### config.mk
export PLATFORM = sky130hd
export DESIGN_NAME = sonar_bus_master
export DESIGN_NICKNAME = d
export VERILOG_FILES = /design/src/rtl/sonar_bus_pkg.sv /design/src/rtl/bus_timeout_cnt.sv /design/src/rtl/sonar_bus_master.sv
export SDC_FILE = /design/constraint.sdc
export NUM_CORES = 1
export LEC_CHECK = 0
export ABC_AREA = 0
export CAP_MARGIN = 5
export CORE_MARGIN = 3
export CORE_UTILIZATION = 46
export DETAILED_ROUTE_END_ITERATION = 8
export PLACE_DENSITY_LB_ADDON = 0.1
export SYNTH_ARGS = -nofsm -noshare
export SYNTH_HDL_FRONTEND = slang
export SYNTH_SLANG_ARGS = --single-unit
export TNS_END_PERCENT = 30
### constraint.sdc
create_clock -name wb_clk_i -period 2.1 [get_ports wb_clk_i]
set_clock_uncertainty 0.1 [all_clocks]
set_input_delay 0.21 -clock wb_clk_i [delete_from_list [all_inputs] [get_ports wb_clk_i]]
set_output_delay 0.21 -clock wb_clk_i [all_outputs]
set_load 0.05 [all_outputs]
### src/rtl/sonar_bus_pkg.sv
// Shared definitions for the sonar register bus: register map bounds, data width
// and the initiator state encoding.
package sonar_bus_pkg;

    localparam int BUS_WIDTH = 16;

    // Register map spans CONTROL (first) through FB1 (last).
    localparam logic [3:0] CONTROL_ADDR = 4'd0;
    localparam logic [3:0] FB1_ADDR     = 4'd12;
    localparam int         NUM_REGS     = 13;

    typedef enum logic [1:0] {
        IDLE = 2'd0,
        REQ  = 2'd1,
        RSP  = 2'd2
    } bus_state_e;

endpackage

### src/rtl/bus_timeout_cnt.sv
// Access watchdog: counts cycles spent waiting for ack and flags the last allowed one.
module bus_timeout_cnt #(
    parameter int TIMEOUT = 15
) (
    input  logic clk,
    input  logic rst,
    input  logic clr,
    input  logic en,
    output logic expire
);

    logic [7:0] cnt;

    always_ff @(posedge clk or posedge rst) begin
        if (rst)
            cnt <= '0;
        else if (clr)
            cnt <= '0;
        else if (en)
            cnt <= cnt + 8'd1;
    end

    assign expire = (cnt == 8'(TIMEOUT - 1));

endmodule

### src/rtl/sonar_bus_master.sv
// Initiator for the sonar register bus: one read/write access per command, one
// response per command, with select checking and an ack timeout.
module sonar_bus_master #(
    parameter int N_SLAVES  = 4,
    parameter int SEL_W     = 2,
    parameter int BUS_WIDTH = sonar_bus_pkg::BUS_WIDTH,
    parameter int TIMEOUT   = 15
) (
    input  logic                 wb_clk_i,
    input  logic                 wb_rst_i,
    input  logic                 cmd_valid_i,
    output logic                 cmd_ready_o,
    input  logic                 cmd_we_i,
    input  logic [SEL_W-1:0]     cmd_sel_i,
    input  logic [3:0]           cmd_adr_i,
    input  logic [BUS_WIDTH-1:0] cmd_dat_i,
    output logic                 rsp_valid_o,
    input  logic                 rsp_ready_i,
    output logic [BUS_WIDTH-1:0] rsp_dat_o,
    output logic                 rsp_err_o,
    output logic [N_SLAVES-1:0]  m_valid_o,
    output logic [3:0]           m_adr_o,
    output logic [BUS_WIDTH-1:0] m_dat_o,
    output logic                 m_strb_o,
    input  logic                 m_ack_i,
    input  logic [BUS_WIDTH-1:0] m_dat_i,
    output logic                 busy_o
);

    import sonar_bus_pkg::*;

    bus_state_e          state;
    logic [N_SLAVES-1:0] sel_onehot;
    logic                accept;
    logic                expire;

    // An out-of-range select decodes to all zeros, which doubles as the error test.
    always_comb begin
        sel_onehot = '0;
        for (int i = 0; i < N_SLAVES; i++)
            sel_onehot[i] = (int'(cmd_sel_i) == i);
    end

    assign cmd_ready_o = (state == IDLE) & ~wb_rst_i;
    assign accept      = cmd_valid_i & cmd_ready_o;

    bus_timeout_cnt #(
        .TIMEOUT (TIMEOUT)
    ) u_timeout (
        .clk    (wb_clk_i),
        .rst    (wb_rst_i),
        .clr    (accept),
        .en     (state == REQ),
        .expire (expire)
    );

    always_ff @(posedge wb_clk_i or posedge wb_rst_i) begin
        if (wb_rst_i) begin
            state       <= IDLE;
            m_valid_o   <= '0;
            m_adr_o     <= '0;
            m_dat_o     <= '0;
            m_strb_o    <= 1'b0;
            rsp_valid_o <= 1'b0;
            rsp_dat_o   <= '0;
            rsp_err_o   <= 1'b0;
            busy_o      <= 1'b0;
        end else begin
            case (state)
                IDLE: begin
                    if (cmd_valid_i) begin
                        busy_o <= 1'b1;
                        if (|sel_onehot) begin
                            state     <= REQ;
                            m_valid_o <= sel_onehot;
                            m_adr_o   <= cmd_adr_i;
                            m_dat_o   <= cmd_dat_i;
                            m_strb_o  <= cmd_we_i;
                        end else begin
                            state       <= RSP;
                            rsp_valid_o <= 1'b1;
                            rsp_err_o   <= 1'b1;
                            rsp_dat_o   <= '0;
                        end
                    end
                end
                REQ: begin
                    // Ack is checked first so a late ack on the expiry edge still succeeds.
                    if (m_ack_i) begin
                        state       <= RSP;
                        rsp_valid_o <= 1'b1;
                        rsp_err_o   <= 1'b0;
                        rsp_dat_o   <= m_dat_i;
                        m_valid_o   <= '0;
                        m_strb_o    <= 1'b0;
                    end else if (expire) begin
                        state       <= RSP;
                        rsp_valid_o <= 1'b1;
                        rsp_err_o   <= 1'b1;
                        rsp_dat_o   <= '0;
                        m_valid_o   <= '0;
                        m_strb_o    <= 1'b0;
                    end
                end
                RSP: begin
                    if (rsp_ready_i) begin
                        state       <= IDLE;
                        rsp_valid_o <= 1'b0;
                        busy_o      <= 1'b0;
                    end
                end
                default: begin
                    state  <= IDLE;
                    busy_o <= 1'b0;
                end
            endcase
        end
    end

endmodule

After elaboration in Yosys (flattened, before gate mapping). Cells that the tools add are included.

Bits in writable memories: 0. Bits in read-only memories: 0. Memories: 0. Input port bits: 44. Flip-flop bits (word level): 54. Output and inout bits: 45. Bits in latches: 0.

Eq/ne operators: 11. Mux-type cells: 33. Add/subtract/negate cells: 1. Multipliers: 0. Order comparisons: 0. Shifts and indexed selects: 0. Bitwise logic cells: 4. Divide/modulo/power cells: 0. Reduce and logical (&&, ||, !) cells: 12.

Operator list (count): two-way mux 16 bit (4); case mux 16 bit (2 select lines) (1); two-way mux 4 bit (4); two-way mux 8 bit (2); two-way mux 1 bit (11); two-way mux 2 bit (5); AND reduction 3 bit (3); adder 8 x 1 -> 8 bit, second input constant (1); == test 8 x 4 -> 1 bit, second input constant (1); case mux 4 bit (2 select lines) (1); AND reduction 4 bit (2); == test 2 bit, second input constant (3); != test 2 bit, second input constant (3); case mux 1 bit (3 select lines) (2); case mux 2 bit (3 select lines) (1); AND reduction 5 bit (1); == test 2 x 1 -> 1 bit, second input constant (2); logical NOT 2 bit (2); case mux 1 bit (2 select lines) (2); nonzero test 2 bit (2); OR reduction 4 bit (1); != test 3 bit, second input constant (1); nonzero test 3 bit (1); AND 1 bit (2); 2 further kinds (3).

Longest topological paths before layout.
Depth in word-level cells: 5. Mapped depth: 7. Mapped depth without buffers: 5.

Hierarchy. A second synthesis with hierarchy kept.

Cells, all modules: 169. Area, all modules: 2342.2 um2.

Modules (own cells, without submodules): sonar_bus_master (instances 1, sequential area each 1151.1 um2, cells an instance 127, area each 1915.6 um2); bus_timeout_cnt (instances 1, sequential area each 200.2 um2, cells an instance 42, area each 426.7 um2).

Worst setup path before layout. OpenSTA, ideal clock, no wires.

Kind: reg-to-output. From: register state[0]. To: output cmd_ready_o. Path buffers: 1. Data required time: 1.790 ns. Slack: 0.162 ns. Data arrival time: 1.628 ns. Stages on the path, launching flop included: 5. Cell sequence: dfrtp_1 -> inv_1 -> ha_1 -> clkbuf_1 -> nor2b_1.

Longest elaborated chain between the ends: 2.

Ends and longest elaborated chain: from (decl) (line sonar_bus_master.sv:32) `bus_state_e state;`; from (signal assigned) (line sonar_bus_master.sv:59) `state <= IDLE;`; from (signal assigned) (line sonar_bus_master.sv:74) `state <= REQ;`; from (signal assigned) (line sonar_bus_master.sv:80) `state <= RSP;`; logical NOT 2 bit (line sonar_bus_master.sv:44) `assign cmd_ready_o = (state == IDLE) & ~wb_rst_i;`; AND 1 bit (line sonar_bus_master.sv:44); to (decl) (line sonar_bus_master.sv:12) `output logic cmd_ready_o,`.

No other way between the ends.

Worst setup path after layout. Same ends and word-level chain as after synthesis.

==> flow_summary.toml <==
[yosys]
syn_nets = 289
yosysTopAreaCellShare = 0.513
ys_types = 37
yosys-top-cells-count = "dfrtp_1, o211ai_1, mux2_2"
ys_async_sr_fraction = 1.00
synth_area_leader_cell = "dfrtp_1"
yosysSeqAreaShare = 0.513
yosys.area_share.xor_xnor = 0.0133
synth_area_sq_mm = 0.00264
synthFlopType = "dfrtp_1"
synth_mux_area_frac = 0.0893
synth_area_leaders = "dfrtp_1, mux2_2, o211ai_1"
syn_inst = 238
ys_ff_latch = 54
synth_simple_gate_area_share = 0.111
synth_edf_count = 0
ys_warn_count = 0
synth_most_common_cell = "dfrtp_1"
postSynthAreaPerCell_sq_um = 11.1
synth_compound_gate_area_share = 0.191
synth_adder_area_share = 0.0332
synth_top_family_by_area = "compound AO/OA/AOI/OAI gates"

[drt]
routedWlPerCell_microns = 15.7
drtIter0Drc = 90
viasPerCell = 5.48
wl_microns = 6290
ant_nets = 0
drcViolationCount = 0
vias = 2193
drt_pre_antenna_iters = 4

[placement]
dp_hpwl_microns = 4560
gp_congestion = 0.781
port_buffers = 88
dpl_cell_area_sq_mm = 0.00364
place_inst = 392

[layout]
finalInstanceArea_sq_mm = 0.00376
finalNetCount = 380
layout.core_utilization = 0.705
final_cells = 400
n_antenna_cell = 0
drive_gt1_frac = 0.136
synthToLayoutAreaGrowth_pct = 42.8

[sta]
final.period_utilization = 0.945
rsz0062_at_grt = "false"
final_hold_viol_count = 0
drv_slew = 0
relSlewSlack = 0.649
setup_tns_ps = 0
period_minus_slack_ps = 1980
fmax_ghz = 0.504
tightest_slew_ps = 524
finalSetupViolations = 0

[power_and_ir_drop]
internal_power_w = 0.00312
ir_worst_vdd_mv = 0.945
clockPowerShare = 0.116
p_comb_frac = 0.587
p_switching_w = 0.00274
seqPwrFrac = 0.297
leakagePower_nw = 1.68
swShare = 0.467
powerDensity_mw_per_mm2 = 1560

[run]
maxCapViolCount = 0

[outcome]
status = "finished clean"

[cts]
htree_num_levels = 2
cts_setup_buffers = 0
cts_root_buf = "clkbuf_8"
tritoncts = "built"
clk_latency_ps = 300
clk_path_buf_depth = 2
clkSinkCount = 54
cts_buffers = 5
clkTransAtPathRegs_ps = 90

[die]
floorplan.rows = 26
core_sq_mm = 0.00534
die_h_microns = 81.7
die_area_sq_mm = 0.00667
initial_core_util = 0.494
die_x_microns = 81.7
ios = 89

[critical_path]
crit-reg2reg-launch = "state[0]"
critPathBufInv = 2
r2r-end = "rsp_dat_o[2]"
path_depth = 4
crit_start = "state[0]"
r2r_slack_ps = 180
arrival_ps = 1670
crit_path_cell_trace = "inv_1 -> ha_1 -> nor2b_1 -> buf_12"
end_kind = "output pin"
cpPeakStageDelay_ps = 440
path_class = "flop to output pin"
critPathRequiredTime_ps = 1790
ff2ff_path_depth = 6
cp-start-kind = "flop"
critical-path-top-delay-family = "flip-flops"
crit_fanout = 10
endpoint = "cmd_ready_o"
slowest_stage = "dfrtp_1"

[global_routing]
antenna_found_initial = 0
grt_pass1_wl_microns = 10300
grt_use_total = 0.199
grt_pass1_vias = 2210
gr-total-overflow = 0
grt_max_degree = 26

[worst_hold_path]
min_path_type = "primary input to async pin"
per-stage QoR:
step,power (W),hold slack (ps),worst slack [ps]
CTS,0.00589,140,26.1
detailed placement,0.00519,394,50.2
global route,0.00620,173,45.8
finish,0.00587,141,115
floorplan,0.00403,261,162
global placement,0.00512,387,101
flip-flops by register name, indices dropped and copies added (netlist names):
| register | cells |
|---|---|
| state | 2 |
| m_valid_o | 4 |
| busy_o | 1 |
| m_dat_o | 16 |
| m_adr_o | 4 |
| rsp_err_o | 1 |
| m_strb_o | 1 |
| rsp_valid_o | 1 |
| rsp_dat_o | 16 |
| u_timeout.cnt | 8 |
cells in the final DEF, fill, tap and decap left out, types with 2 or more instances in the layout:
cell	count
a211o_1	7
a21boi_0	7
a21o_1	4
a21oi_1	4
a22o_1	3
and4_1	7
buf_12	2
buf_4	9
clkbuf_1	2
clkbuf_8	5
clkdlybuf4s50_1	87
dfrtp_1	54
ha_1	5
ha_2	2
inv_1	16
mux2_2	20
nand2_1	7
nand2b_1	2
nand3_1	8
nand4_1	2
nor2_1	8
nor2b_1	5
nor4bb_1	2
o211ai_1	23
o21ai_0	15
o311a_1	2
or3_1	2
or4_1	2
xor2_1	3
timing repair:
item                       4_1_cts  5_1_grt
gates resized for setup          0        6
hold buffers                     0        0
setup endpoints to repair        0       14
power groups by stage:
stage,logic [W],registers [W],clock network [W]
2_1_floorplan,0.00107,0.00295,0
3_3_place_gp,0.00339,0.00173,0
6_report,0.00345,0.00174,0.000680
4_1_cts,0.00345,0.00174,0.000705
5_1_grt,0.00367,0.00179,0.000740
3_5_place_dp,0.00343,0.00176,0
layout make-up:
class | count | area (sq um)
clock buffers | 7 | 76.3
clock inverters | 1 | 30.0
multi-input cells | 152 | 1160
inverters | 17 | 63.8
well taps | 70 | 87.6
repair buffers | 99 | 990
fillers | 418 | 1570
flip-flops and latches | 54 | 1350
worst min-delay path by stage:
stage | from | to | slack (ps)
global route | wb_rst_i | m_dat_o[10] | 170
CTS | wb_rst_i | m_adr_o[1] | 140
finish | wb_rst_i | m_dat_o[10] | 140
global placement | m_dat_o[10] | m_dat_o[10] | 390
detailed placement | rsp_dat_o[3] | rsp_dat_o[3] | 390
floorplan | cmd_adr_i[0] | m_adr_o[0] | 260
routing by layer:
metal  global-route usage  share of wire  vias to the layer above
met3               0.0800          0.098                       11
met5                    0              0                        -
li1                     -              -                     1053
met1                0.253           0.42                     1048
met2                0.309           0.46                       81
met4               0.0698          0.019                        0
cells by family after synthesis:
group,count (synthesis)
xor gates and xnor gates,4
DFF,54
and+or+nand+nor,49
muxes,21
adders and majority gates,7
AOI/OAI and AO/OA,71
buffers and inverters,32
Power figures use the tool's default switching activity.
==> RTL change 1: new RTL, same settings <==
The 3 states of `bus_state_e` get a one-hot encoding in 3 bits.
--- a/src/rtl/sonar_bus_pkg.sv
+++ b/src/rtl/sonar_bus_pkg.sv
@@ -9,10 +9,10 @@
     localparam logic [3:0] FB1_ADDR     = 4'd12;
     localparam int         NUM_REGS     = 13;
 
-    typedef enum logic [1:0] {
-        IDLE = 2'd0,
-        REQ  = 2'd1,
-        RSP  = 2'd2
+    typedef enum logic [2:0] {
+        IDLE = 3'b001,
+        REQ  = 3'b010,
+        RSP  = 3'b100
     } bus_state_e;
 
 endpackage
Function: same outputs for any inputs over 10 cycles, from zero or initial values and one cycle with wb_rst_i high; not proved beyond that.
==> RTL change 1 against the unedited design <==
- hold slack got worse by 0.0098 ns
- die area is 5.6% lower
- synthesized area down 6.1%
- final area shrank 4.0%
- wire length is 1.9% lower
- power grew 2.6%
- fmax grew 0.43%
- critical endpoint unchanged
- combinational power hardly changed
- sequential cell count grew 1
- setup slack gained 0.0085 ns
==> RTL change 1: results (changes against the unedited design) <==
R2R Setup Slk 0.18 ns (about the same); diode count 0 (unchanged); HPWL Detailed 4420 um (-3.1%); slowest stage delay, CP 0.55 ns (+0.11 ns); Primary FF master, synth dfrtp_1; sequential area share after synthesis 55.7% (+4.4 points); Reg clk slew, reported paths 0.10 ns; cell count after placement 415 (+5.9%); Clock net power 725 uW (+6.6%); initial antenna violation count 0 (unchanged); top cells by area, synth dfrtp_1 (55%), nand2_1 (10%), o21ai_0 (5.1%), a22oi_1 (4.9%), nand3_1 (3.0%); total track usage 21.2% (+1.3 points); worst r2r path cells 5 (-1); top cells by count, synth nand2_1 (66), dfrtp_1 (54), o21ai_0 (25); number of fill cells 412 (-1.4%); first-pass GRT wire length 10500 um (+1.6%); GP Congestion 0.826 (+5.8%); CP Max Fanout 11 (+1); share of layout cells above drive strength 1 7.93% (-5.7 points); mean routed wirelength per cell 14.6 um (-7.2%); Buffers on Ports 88 (unchanged); Mean Syn Cell Area 9.41 um2 (-15%); largest net degree at the start of global routing 47 (+81%); Num CTS Buffers 5 (unchanged); Max stage delay cell, worst path dfstp_2; CP arrival 1.67 ns (about the same); First DRT Iteration DRCs 111 (+23%); Setup crit end cmd_ready_o; vias in the first global route 2187 (-1.0%); Net Count, Synth 309 (+6.9%); Avg Vias per Cell 5.26 (-4.0%); share of synthesized registers carrying an async set or reset 100% (unchanged); CTS Root Cell clkbuf_8; peak supply drop 1.01 mV (+7.3%); nets 398 (+4.7%); slew margin rel. 57.0% (-8.0 points); Largest regs m_dat_o (16), rsp_dat_o (16), u_timeout.cnt (8); sw frac 48.3% (+1.5 points); Setup WS pre-CTS 0.158 ns (+0.108 ns); Hold WS 0.131 ns (-0.00980 ns); Gate power share 57.5% (-1.2 points); Post-CTS Hold Fix Bufs 0 (unchanged); Critical Path Start state[0]$_DFFE_PP1P_; Pre-antenna DRT Iters 4 (unchanged); synth unique cells 35 (-5.4%); R2R Path End rsp_dat_o[4]$_DFFE_PP0P_; Pleak 1.66 nW (-1.2%); final WL 6180 um (-1.9%); Peak Freq 0.506 GHz (+0.43%); worst r2r src u_timeout.cnt[0]$_DFFE_PP0P_; Clk network pwr share 12.0% (+0.4 points); outcome finished, final reports clean; cell area after placement 3490 um2 (-4.1%)
==> RTL change 1: final cells by class <==
type,instances,area (um2),area share (%)
timing repair buffer,99,986,27.3
multi-input combinational,172,972,26.9
sequential,55,1380,38.1
clock buffer,6,82.6,2.29
inverter,19,71.3,1.97
clock inverter,2,35.0,0.970
tap,70,87.6,2.42
==> RTL change 1: cells by family after synthesis <==
logic type                 synth area share, %
adders and majority gates                 1.01
buffers and inverters                     5.86
AOI/OAI and AO/OA                         16.5
and+or+nand+nor                           21.0
DFF                                       55.7
==> RTL change 1: timing repair <==
action	in CTS	in global routing
endpoints found under the hold margin	0	0
buffers inserted	0	0
resized for setup	0	0
setup endpoints to repair	0	2
==> RTL change 1: metal layers <==
metal / routed length, um / GRT usage (%)
met5: 0 / 0
met4: 87 / 6.87
met3: 415 / 7.03
met2: 3060 / 32.7
met1: 2620 / 28.3
==> RTL change 2: new RTL, config.mk and constraints unchanged <==
Without the edit above. Set the parameter `SEL_W` to 1 (it was 2).
--- a/src/rtl/sonar_bus_master.sv
+++ b/src/rtl/sonar_bus_master.sv
@@ -2,7 +2,7 @@
 // response per command, with select checking and an ack timeout.
 module sonar_bus_master #(
     parameter int N_SLAVES  = 4,
-    parameter int SEL_W     = 2,
+    parameter int SEL_W     = 1,
     parameter int BUS_WIDTH = sonar_bus_pkg::BUS_WIDTH,
     parameter int TIMEOUT   = 15
 ) (
Interface: changed (resized cmd_sel_i); port bits go from 89 to 88. No check against the original RTL was run, so the function may have changed too.
==> RTL change 2 against the unedited design <==
- synthesized area fell by 12%
- wire length down 23%
- fmax increased by 4.4%
- global-route usage fell by 2.6 points
- final area fell by 12%
- setup slack improved by 0.084 ns
- critical endpoint is now rsp_dat_o[8]$_DFFE_PP0P_
- largest power group unchanged
- power shrank 3.6%
- sequential cell count shrank 2
==> RTL change 2: results (changes against the unedited design) <==
outcome finished, final reports clean; CP Max Fanout 14 (+4); R2R Path End rsp_dat_o[8]$_DFFE_PP0P_; PostCTS Resize Cnt 0 (unchanged); CTS Root Cell clkbuf_8; HPWL Detailed 3560 um (-22%); diode count 0 (unchanged); first-pass GRT wire length 8300 um (-19%); Max H-tree Level 2 (unchanged); largest net degree at the start of global routing 37 (+42%); initial antenna violation count 0 (unchanged); final WL 4870 um (-23%); Largest regs m_dat_o (16), rsp_dat_o (16), u_timeout.cnt (8); Tightest Pin Transition 0.617 ns (+0.0926 ns); top cells by area, synth dfrtp_1 (56%), mux2_2 (9.7%), a22oi_1 (5.5%), o21ai_0 (3.9%), inv_1 (3.6%); hold crit path type input pin to async pin; Synth Area in Compound Gates 15.6% (-3.5 points); slowest stage delay, CP 0.48 ns (+0.04 ns); Layout Cells excl Fill 345 (-14%); crit-path leading delay family simple AND/OR/NAND/NOR gates; maximum clock insertion buffer count 2 (unchanged); worst r2r src u_timeout.cnt[0]$_DFFE_PP0P_; cell area after placement 3230 um2 (-11%); R2R Setup Slk 0.20 ns (+0.02 ns); cell count after placement 338 (-14%); sequential area share after synthesis 56.3% (+5.0 points); Pleak 1.43 nW (-15%); Synth warnings 0 (unchanged); Avg Vias per Cell 5.00 (-8.9%); nets 323 (-15%); sequential cell area 1300 um2 (-3.7%); worst skew pair latency 0.29 ns; First DRT Iteration DRCs 94 (+4.4%); top cells by count, synth dfrtp_1 (52), inv_1 (22), mux2_2 (20); number of fill cells 383 (-8.4%); CP arrival 1.98 ns (+0.31 ns); GP Congestion 0.784 (+0.41%); total track usage 17.4% (-2.6 points); Mean Syn Cell Area 11.9 um2 (+7.6%); Reg clk slew, reported paths 0.09 ns (about the same); vias in the first global route 1736 (-21%); mux cell area share after synthesis 10.6% (+1.7 points); peak supply drop 1.09 mV (+16%); worst r2r path cells 6 (unchanged); Hold WS 0.159 ns (+0.0175 ns); Synth Area in XOR/XNOR 0.379% (-0.95 points); Buffers on Ports 85 (-3.4%); share of synthesized registers carrying an async set or reset 100% (unchanged); Setup WS pre-CTS 0.184 ns (+0.134 ns); synth unique cells 41 (+11%); Pre-antenna DRT Iters 4 (unchanged); Post-CTS Setup Bufs 0 (unchanged); Synth Area in Adders 1.08% (-2.2 points); Max stage delay cell, worst path or4b_4; share of layout cells above drive strength 1 15.1% (+1.5 points); Num CTS Buffers 5 (unchanged)
[RTL change 2: cell type report]
cell class              count  share of cell area, %
flip-flops and latches     52                   39.3
repair buffers             90                   27.9
multi-input cells         107                   25.4
well taps                  67                   2.53
inverters                  22                   2.50
clock buffers               6                   2.19
clock inverters             1                  0.151
[RTL change 2: cells by family after synthesis]
family	count (synthesis)
AOI/OAI and AO/OA	54
adders and majority gates	2
DFF	52
xor gates and xnor gates	1
and+or+nand+nor	26
muxes	22
buffers and inverters	36
other	1
[RTL change 2: worst max path at each step]
stage,depth (start not counted),slack [ns],end,start
final,6,0.20,rsp_dat_o[8]$_DFFE_PP0P_,u_timeout.cnt[0]$_DFFE_PP0P_
after global routing,6,0.11,rsp_dat_o[13]$_DFFE_PP0P_,u_timeout.cnt[0]$_DFFE_PP0P_
after CTS,6,0.19,rsp_dat_o[8]$_DFFE_PP0P_,u_timeout.cnt[0]$_DFFE_PP0P_
after detailed placement,6,0.18,rsp_dat_o[14]$_DFFE_PP0P_,u_timeout.cnt[0]$_DFFE_PP0P_
after global placement,6,0.25,m_valid_o[0]$_DFFE_PP0P_,u_timeout.cnt[0]$_DFFE_PP0P_
after floorplan,5,0.24,u_timeout.cnt[1]$_DFFE_PP0P_,state[0]$_DFFE_PP0P_
[RTL change 2: where the power goes]
part | switching (mW) | internal, mW
sequential | 0.335 | 1.44
clock | 0.297 | 0.227
combinational | 2.07 | 1.29
[RTL change 2: metal layers]
metal | GRT usage, % | routed length [um] | vias to the layer above
met2 | 28.8 | 2430 | 43
met1 | 21.9 | 2150 | 843
li1 | - | - | 833
met4 | 4.71 | 26 | 0
met5 | 0 | 0 | -
met3 | 5.40 | 262 | 5
